<file path="src/rtl/pixel_sort_desc_iter.sv">
// rtl/pixel_sort_desc_iter.sv - iterative odd-even transposition sorter, 8 pixels, largest first
module pixel_sort_desc_iter #(
    parameter int DATA_W = 16
) (
    input  logic              clk,
    input  logic              reset,
    input  logic              enable,
    input  logic [DATA_W-1:0] Pixel_in1,
    input  logic [DATA_W-1:0] Pixel_in2,
    input  logic [DATA_W-1:0] Pixel_in3,
    input  logic [DATA_W-1:0] Pixel_in4,
    input  logic [DATA_W-1:0] Pixel_in5,
    input  logic [DATA_W-1:0] Pixel_in6,
    input  logic [DATA_W-1:0] Pixel_in7,
    input  logic [DATA_W-1:0] Pixel_in8,
    output logic [DATA_W-1:0] Pixel_out1,
    output logic [DATA_W-1:0] Pixel_out2,
    output logic [DATA_W-1:0] Pixel_out3,
    output logic [DATA_W-1:0] Pixel_out4,
    output logic [DATA_W-1:0] Pixel_out5,
    output logic [DATA_W-1:0] Pixel_out6,
    output logic [DATA_W-1:0] Pixel_out7,
    output logic [DATA_W-1:0] Pixel_out8,
    output logic [2:0]        Index_out1,
    output logic [2:0]        Index_out2,
    output logic [2:0]        Index_out3,
    output logic [2:0]        Index_out4,
    output logic [2:0]        Index_out5,
    output logic [2:0]        Index_out6,
    output logic [2:0]        Index_out7,
    output logic [2:0]        Index_out8,
    output logic              valid_out,
    output logic              busy
);

    typedef enum logic [1:0] {IDLE, SORT, DONE} state_t;

    state_t            state;
    logic [2:0]        p;
    logic [DATA_W-1:0] pin [8];
    logic [DATA_W-1:0] v   [8];
    logic [DATA_W-1:0] nv  [8];
    logic [DATA_W-1:0] po  [8];
    logic [2:0]        ix  [8];
    logic [2:0]        nix [8];
    logic [2:0]        pi  [8];

    assign pin[0] = Pixel_in1;
    assign pin[1] = Pixel_in2;
    assign pin[2] = Pixel_in3;
    assign pin[3] = Pixel_in4;
    assign pin[4] = Pixel_in5;
    assign pin[5] = Pixel_in6;
    assign pin[6] = Pixel_in7;
    assign pin[7] = Pixel_in8;

    // One phase of the network; strict compare keeps equal pixels in input order.
    always_comb begin
        for (int i = 0; i < 8; i++) begin
            nv[i]  = v[i];
            nix[i] = ix[i];
        end
        if (!p[0]) begin
            for (int k = 0; k < 4; k++) begin
                if (v[2*k] < v[2*k+1]) begin
                    nv[2*k]    = v[2*k+1];
                    nv[2*k+1]  = v[2*k];
                    nix[2*k]   = ix[2*k+1];
                    nix[2*k+1] = ix[2*k];
                end
            end
        end else begin
            for (int k = 0; k < 3; k++) begin
                if (v[2*k+1] < v[2*k+2]) begin
                    nv[2*k+1]  = v[2*k+2];
                    nv[2*k+2]  = v[2*k+1];
                    nix[2*k+1] = ix[2*k+2];
                    nix[2*k+2] = ix[2*k+1];
                end
            end
        end
    end

    always_ff @(posedge clk) begin
        if (reset) begin
            state     <= IDLE;
            p         <= 3'd0;
            valid_out <= 1'b0;
            busy      <= 1'b0;
            for (int i = 0; i < 8; i++) begin
                v[i]  <= '0;
                ix[i] <= 3'd0;
                po[i] <= '0;
                pi[i] <= 3'd0;
            end
        end else begin
            valid_out <= 1'b0;
            case (state)
                IDLE: begin
                    if (enable) begin
                        for (int i = 0; i < 8; i++) begin
                            v[i]  <= pin[i];
                            ix[i] <= 3'(i);
                        end
                        p     <= 3'd0;
                        busy  <= 1'b1;
                        state <= SORT;
                    end
                end
                SORT: begin
                    for (int i = 0; i < 8; i++) begin
                        v[i]  <= nv[i];
                        ix[i] <= nix[i];
                    end
                    p <= p + 3'd1;
                    if (p == 3'd7) state <= DONE;
                end
                DONE: begin
                    for (int i = 0; i < 8; i++) begin
                        po[i] <= v[i];
                        pi[i] <= ix[i];
                    end
                    valid_out <= 1'b1;
                    busy      <= 1'b0;
                    state     <= IDLE;
                end
                default: state <= IDLE;
            endcase
        end
    end

    assign Pixel_out1 = po[0];
    assign Pixel_out2 = po[1];
    assign Pixel_out3 = po[2];
    assign Pixel_out4 = po[3];
    assign Pixel_out5 = po[4];
    assign Pixel_out6 = po[5];
    assign Pixel_out7 = po[6];
    assign Pixel_out8 = po[7];
    assign Index_out1 = pi[0];
    assign Index_out2 = pi[1];
    assign Index_out3 = pi[2];
    assign Index_out4 = pi[3];
    assign Index_out5 = pi[4];
    assign Index_out6 = pi[5];
    assign Index_out7 = pi[6];
    assign Index_out8 = pi[7];

endmodule

</file>
<file path="config.mk">
export PLATFORM = sky130hd
export DESIGN_NAME = pixel_sort_desc_iter
export DESIGN_NICKNAME = d
export VERILOG_FILES = /design/src/rtl/pixel_sort_desc_iter.sv
export SDC_FILE = /design/constraint.sdc
export NUM_CORES = 1
export LEC_CHECK = 0
export CAP_MARGIN = 10
export CORE_MARGIN = 2
export CORE_UTILIZATION = 57
export DETAILED_ROUTE_END_ITERATION = 8
export GPL_ROUTABILITY_DRIVEN = 1
export GPL_TIMING_DRIVEN = 0
export PLACE_DENSITY_LB_ADDON = 0.1
export SLEW_MARGIN = 20
export SYNTH_ARGS = -nofsm -noshare
export SYNTH_HDL_FRONTEND = slang
export SYNTH_SLANG_ARGS = --single-unit
</file>
<file path="constraint.sdc">
create_clock -name clk -period 11.9 [get_ports clk]
set_clock_uncertainty 0.2 [all_clocks]
set_input_delay 1.19 -clock clk [delete_from_list [all_inputs] [get_ports clk]]
set_output_delay 1.19 -clock clk [all_outputs]
set_load 0.02 [all_outputs]
</file>
### After elaboration in Yosys (flattened, before gate mapping)

Memory sizes are Yosys's and may differ from the RTL's.
Cells that the tools add are included.

* output and inout bits: 154
* memories kept: 4
* RAM bits: 304
* register bits: 7
* bits of input ports: 131
* logic and storage cells: 162

* equal/unequal tests: 5
* reduce and logical (&&, ||, !) cells: 6
* bitwise gates (word level): 48
* muxes and demuxes: 87
* $add $sub $neg: 1
* $lt $le $gt $ge: 7

Memories
* po: depth 8, width 16, read ports 8, clocked after memory_dff 0, wr ports 8, line 43 `logic [DATA_W-1:0] po [8];`
* v: depth 8, width 16, read ports 8, clocked after memory_dff 0, wr ports 8, line 41 `logic [DATA_W-1:0] v [8];`
* ix: depth 8, width 3, read ports 8, clocked after memory_dff 0, wr ports 8, line 44 `logic [2:0] ix [8];`
* pi: depth 8, width 3, read ports 8, clocked after memory_dff 0, wr ports 8, line 46 `logic [2:0] pi [8];`

Operators by type and width (count)
* two-way mux 16 bit: 26
* two-way mux 32 bit: 7
* < comparator 16 bit: 7
* two-way mux 96 bit: 1
* two-way mux 3 bit: 27
* bitwise OR 1 bit: 48
* two-way mux 6 bit: 7
* two-way mux 18 bit: 1
* two-way mux 1 bit: 13
* one-hot mux 3 bit (2 select lines): 1
* AND reduction 2 bit: 3
* two-way mux 2 bit: 2
* != test 2 bit (second input constant): 2
* one-hot mux 2 bit (2 select lines): 1
* nonzero test 2 bit: 2
* adder 3 x 1 -> 3 bit (second input constant): 1
* == test 3 bit (second input constant): 1
* == test 2 x 1 -> 1 bit (second input constant): 1
* == test 2 bit (second input constant): 1
* zero test 2 bit: 1
* one-hot mux 1 bit (2 select lines): 1

### Longest topological paths before layout

* depth in word-level cells: 6
* depth in mapped cells: 8
* depth with buffers taken out: 8

### Least setup slack after synthesis

OpenSTA, ideal clock, no wires.

* path type: in2reg
* start: input reset
* end: memory pi[0][0], enable pin
* arrival time: 5.494 ns
* stages: 4
* setup slack: 5.667 ns
* required time: 11.161 ns
* buffers on the path: 3
* setup time: 0.539 ns
* cells stage by stage: buf_4 -> buf_2 -> clkbuf_1 -> nand2b_1

RTL lines
* start: declaration: line 6 `input logic reset,`
* end: declaration: line 46

==> results.ini <==
[status]
outcome = finished, final reports clean

[layout]
growth_of_design_area_from_synthesis_to_finish_pct = 28.6
layout.cell_area.non_filler_sq_mm = 0.0200
finished_core_util_pct = 74.6
mostFrequentLayoutCells = sky130_fd_sc_hd__edfxtp_1, sky130_fd_sc_hd__clkdlybuf4s50_1, sky130_fd_sc_hd__o21ai_0, sky130_fd_sc_hd__nand2_1, sky130_fd_sc_hd__inv_1
drive_above_1_share_pct = 5.04
mostFrequentLayoutCell = sky130_fd_sc_hd__edfxtp_1
antenna_cells = 0
finalNetCount = 1898

[setup_path]
cp_data_arrival_time_ps = 4110
slowest_cell_on_the_critical_path = sky130_fd_sc_hd__o31ai_4
worstReg2RegEnd = v[0][116]
critical_path_buf_inv_count = 1
critical_path_capture_point = v[0][116]
timing.critical_path.from_type = register
startpoint = v[0][98]
setup.worst_path.end_class = register
timing.critical_path.slowest_cell_delay_ps = 730
critical_path.reg2reg.startpoint = v[0][98]
path_cells = ha_1 > a211o_1 > a31oi_1 > o221ai_1 > a221oi_1 > o21ai_0 > o31ai_4 > buf_6
path_class = register to register
r2r.worst_path.cells = 8
register_to_register_setup_slack_ps = 7790
critPathRequiredTime_ps = 11910
cp_num_cells = 8
critical_path.max_fanout = 11
critical_path.top_delay_family = compound AO/OA/AOI/OAI gates

[floorplan]
design.die.area_sq_mm = 0.0287
pin_count = 285
floorplan.initialDensity_pct = 58.0
row_count = 60
die_width_microns = 169
die_y_microns = 169
fp.coreArea_sq_mm = 0.0269

[synthesis]
synth-edff-count = 301
yosysSeqAreaShare_pct = 59.3
synthesized_area_fraction_occupied_by_ao_oa_aoi_and_oai_cells_pct = 9.40
synth_warnings = 0
synth-simple-area-share_pct = 11.9
synth.distinct_cells = 49
yosys.area_share.adder_pct = 8.60
synth-seq-cells = 311
syn_area_sq_mm = 0.0156
synthesis.nets = 1572
syn_avg_cell_area_sq_um = 11.7
synth-main-ff-cell = sky130_fd_sc_hd__edfxtp_1
synth_async_sr_flop_share_pct = 0
xor_xnor_fraction_of_synth_area_pct = 0
syn_inst = 1334
synth_top_family_by_area = simple AND/OR/NAND/NOR gates
post_synthesis_mux_area_share_pct = 6.17

[clocking]
cts-buffers-inserted = 35
cts_max_level = 2
cts.reportedPaths.clkPinSlew_ps = 60
clock-root-buffer = sky130_fd_sc_hd__clkbuf_16
worstSkewPairLatency_ps = 520
clockBufferDepth = 3
cts_hold_buffers = 0
sink_count = 311
postCtsResizedCells = 0
tritoncts = done
cts.repair_timing.setup_buffer_count = 0

[grt]
number_of_global_route_vias_before_repair = 11979
grt_overflow_total = 0
grt_use_total_pct = 33.0
grt_pass1_wl_microns = 70200
maximum_number_of_pins_on_one_net_before_global_route_repair = 60
grt_antenna_before_repair = 0

[placed_design]
numPortBuffers = 283
hpwl_microns = 36800
finalWeightedCongestion = 0.904
dpl-instance-area_sq_mm = 0.0190

[sta]
slew_headroom_pct = 27.3
grt_setup_unrepaired = false
final.period_utilization_pct = 34.5
post-route-min-period_ps = 4110
timing.hold.ws_ps = 291
tns_ps = 0
timing_max_transition_violations_final = 0
report.final.setup_viol = 0
tightestPinTransition_ps = 1090
fmax_mhz = 243
hold_viol_final = 0

[routing]
viasPerCell = 6.02
route.vias.total = 12200
drt-total-wl_microns = 47600
detail-route-antenna-nets = 0
routedWlPerCell_microns = 23.5
drtPass1Iterations = 5
drtIter0Drc = 1478
remaining_drc_errors = 0

[pwr]
power_frac_seq_pct = 45.4
total_switching_power_uw = 1260
comb_power_share_pct = 27.2
power-per-cell-area_mw_per_mm2 = 185
power.switching_fraction_pct = 33.9
power.leakage_uw = 0.00763
vdd_drop_max_v = 0.000153
clkPwrFrac_pct = 27.3
internal_power_uw = 2440

[min_path]
timing.hold.worst.class = register to register

[flow_run]
max_cap_violations = 0

[layer usage]
metal,global-route usage (%),up-vias,share of wire (%)
li1,-,5500,-
met1,46.4,5857,41
met2,52.2,736,46
met3,6.18,107,10
met4,10.8,0,3.2
met5,0,-,0
[area by class of cell]
| type | instances | area [sq um] |
|---|---|---|
| Buffer | 74 | 312 |
| Clock buffer | 41 | 941 |
| Clock inverter | 21 | 118 |
| Fill cell | 1839 | 6840 |
| Inverter | 109 | 409 |
| Multi-Input combinational cell | 840 | 5660 |
| Sequential cell | 311 | 9240 |
| Tap cell | 341 | 427 |
| Timing Repair Buffer | 289 | 2940 |
[logic make-up after synthesis]
group / count (synthesis)
fa+ha+maj: 107
mux: 96
simple gates: 393
compound gates: 244
flops: 311
buf+inv: 183
[worst min path at each step]
stage	from	endpoint	slack, ps	depth (start not counted)
final	p[2]	p[2]	290	1
after global routing	ix[0][2]	ix[0][2]	330	1
after CTS	p[1]	p[1]	290	1
after detailed placement	p[1]	p[1]	260	1
after global placement	busy	busy	250	2
after floorplan	p[1]	p[1]	250	1
[flip-flops by register name, summed over array words and instances, names as in the netlist]
name,count
p,3
pi,24
v,128
valid_out,1
po,128
ix,24
state,2
busy,1
[Yosys cell counts, types with 9 or more instances]
master | n | area (sq um)
sky130_fd_sc_hd__o21ai_0 | 128 | 641
sky130_fd_sc_hd__a221oi_1 | 18 | 158
sky130_fd_sc_hd__nor2_1 | 94 | 353
sky130_fd_sc_hd__nand2_1 | 123 | 462
sky130_fd_sc_hd__mux2i_1 | 96 | 961
sky130_fd_sc_hd__nand4_1 | 12 | 75.1
sky130_fd_sc_hd__buf_2 | 18 | 90.1
sky130_fd_sc_hd__clkbuf_1 | 46 | 173
sky130_fd_sc_hd__nor3_1 | 78 | 390
sky130_fd_sc_hd__dfxtp_1 | 10 | 200
sky130_fd_sc_hd__edfxtp_1 | 301 | 9040
sky130_fd_sc_hd__and2_1 | 42 | 263
sky130_fd_sc_hd__nor2b_1 | 14 | 87.6
sky130_fd_sc_hd__a21oi_1 | 38 | 190
sky130_fd_sc_hd__inv_1 | 109 | 409
sky130_fd_sc_hd__ha_1 | 107 | 1340
sky130_fd_sc_hd__nand2b_1 | 9 | 56.3
sky130_fd_sc_hd__a21o_1 | 21 | 158
[worst register-to-register path, delay by kind of cell, from the launching register on]
| family | cells | cell delay [ps] |
|---|---|---|
| buffers and inverters | 1 | 250 |
| DFF | 1 | 480 |
| AOI/OAI and AO/OA | 6 | 2500 |
| adders and majority gates | 1 | 360 |
[power groups by stage]
stage                     combinational (uW)  sequential [uW]  clock [uW]
after CTS                                994             1670        1010
final                                   1010             1680        1010
after global routing                    1120             1690        1050
after floorplan                          602             1610           0
after global placement                   932             1700           0
after detailed placement                 978             1690           0
[per-stage QoR]
step / total power (uW) / setup slack, ps / instances
2_1_floorplan: 2210 / 5670 / 1334
3_3_place_gp: 2630 / 3740 / 1958
3_5_place_dp: 2670 / 7860 / 1964
4_1_cts: 3680 / 7990 / 2026
5_1_grt: 3860 / 7810 / 2026
6_report: 3700 / 7790 / 2026
Power figures use the tool's default switching activity.
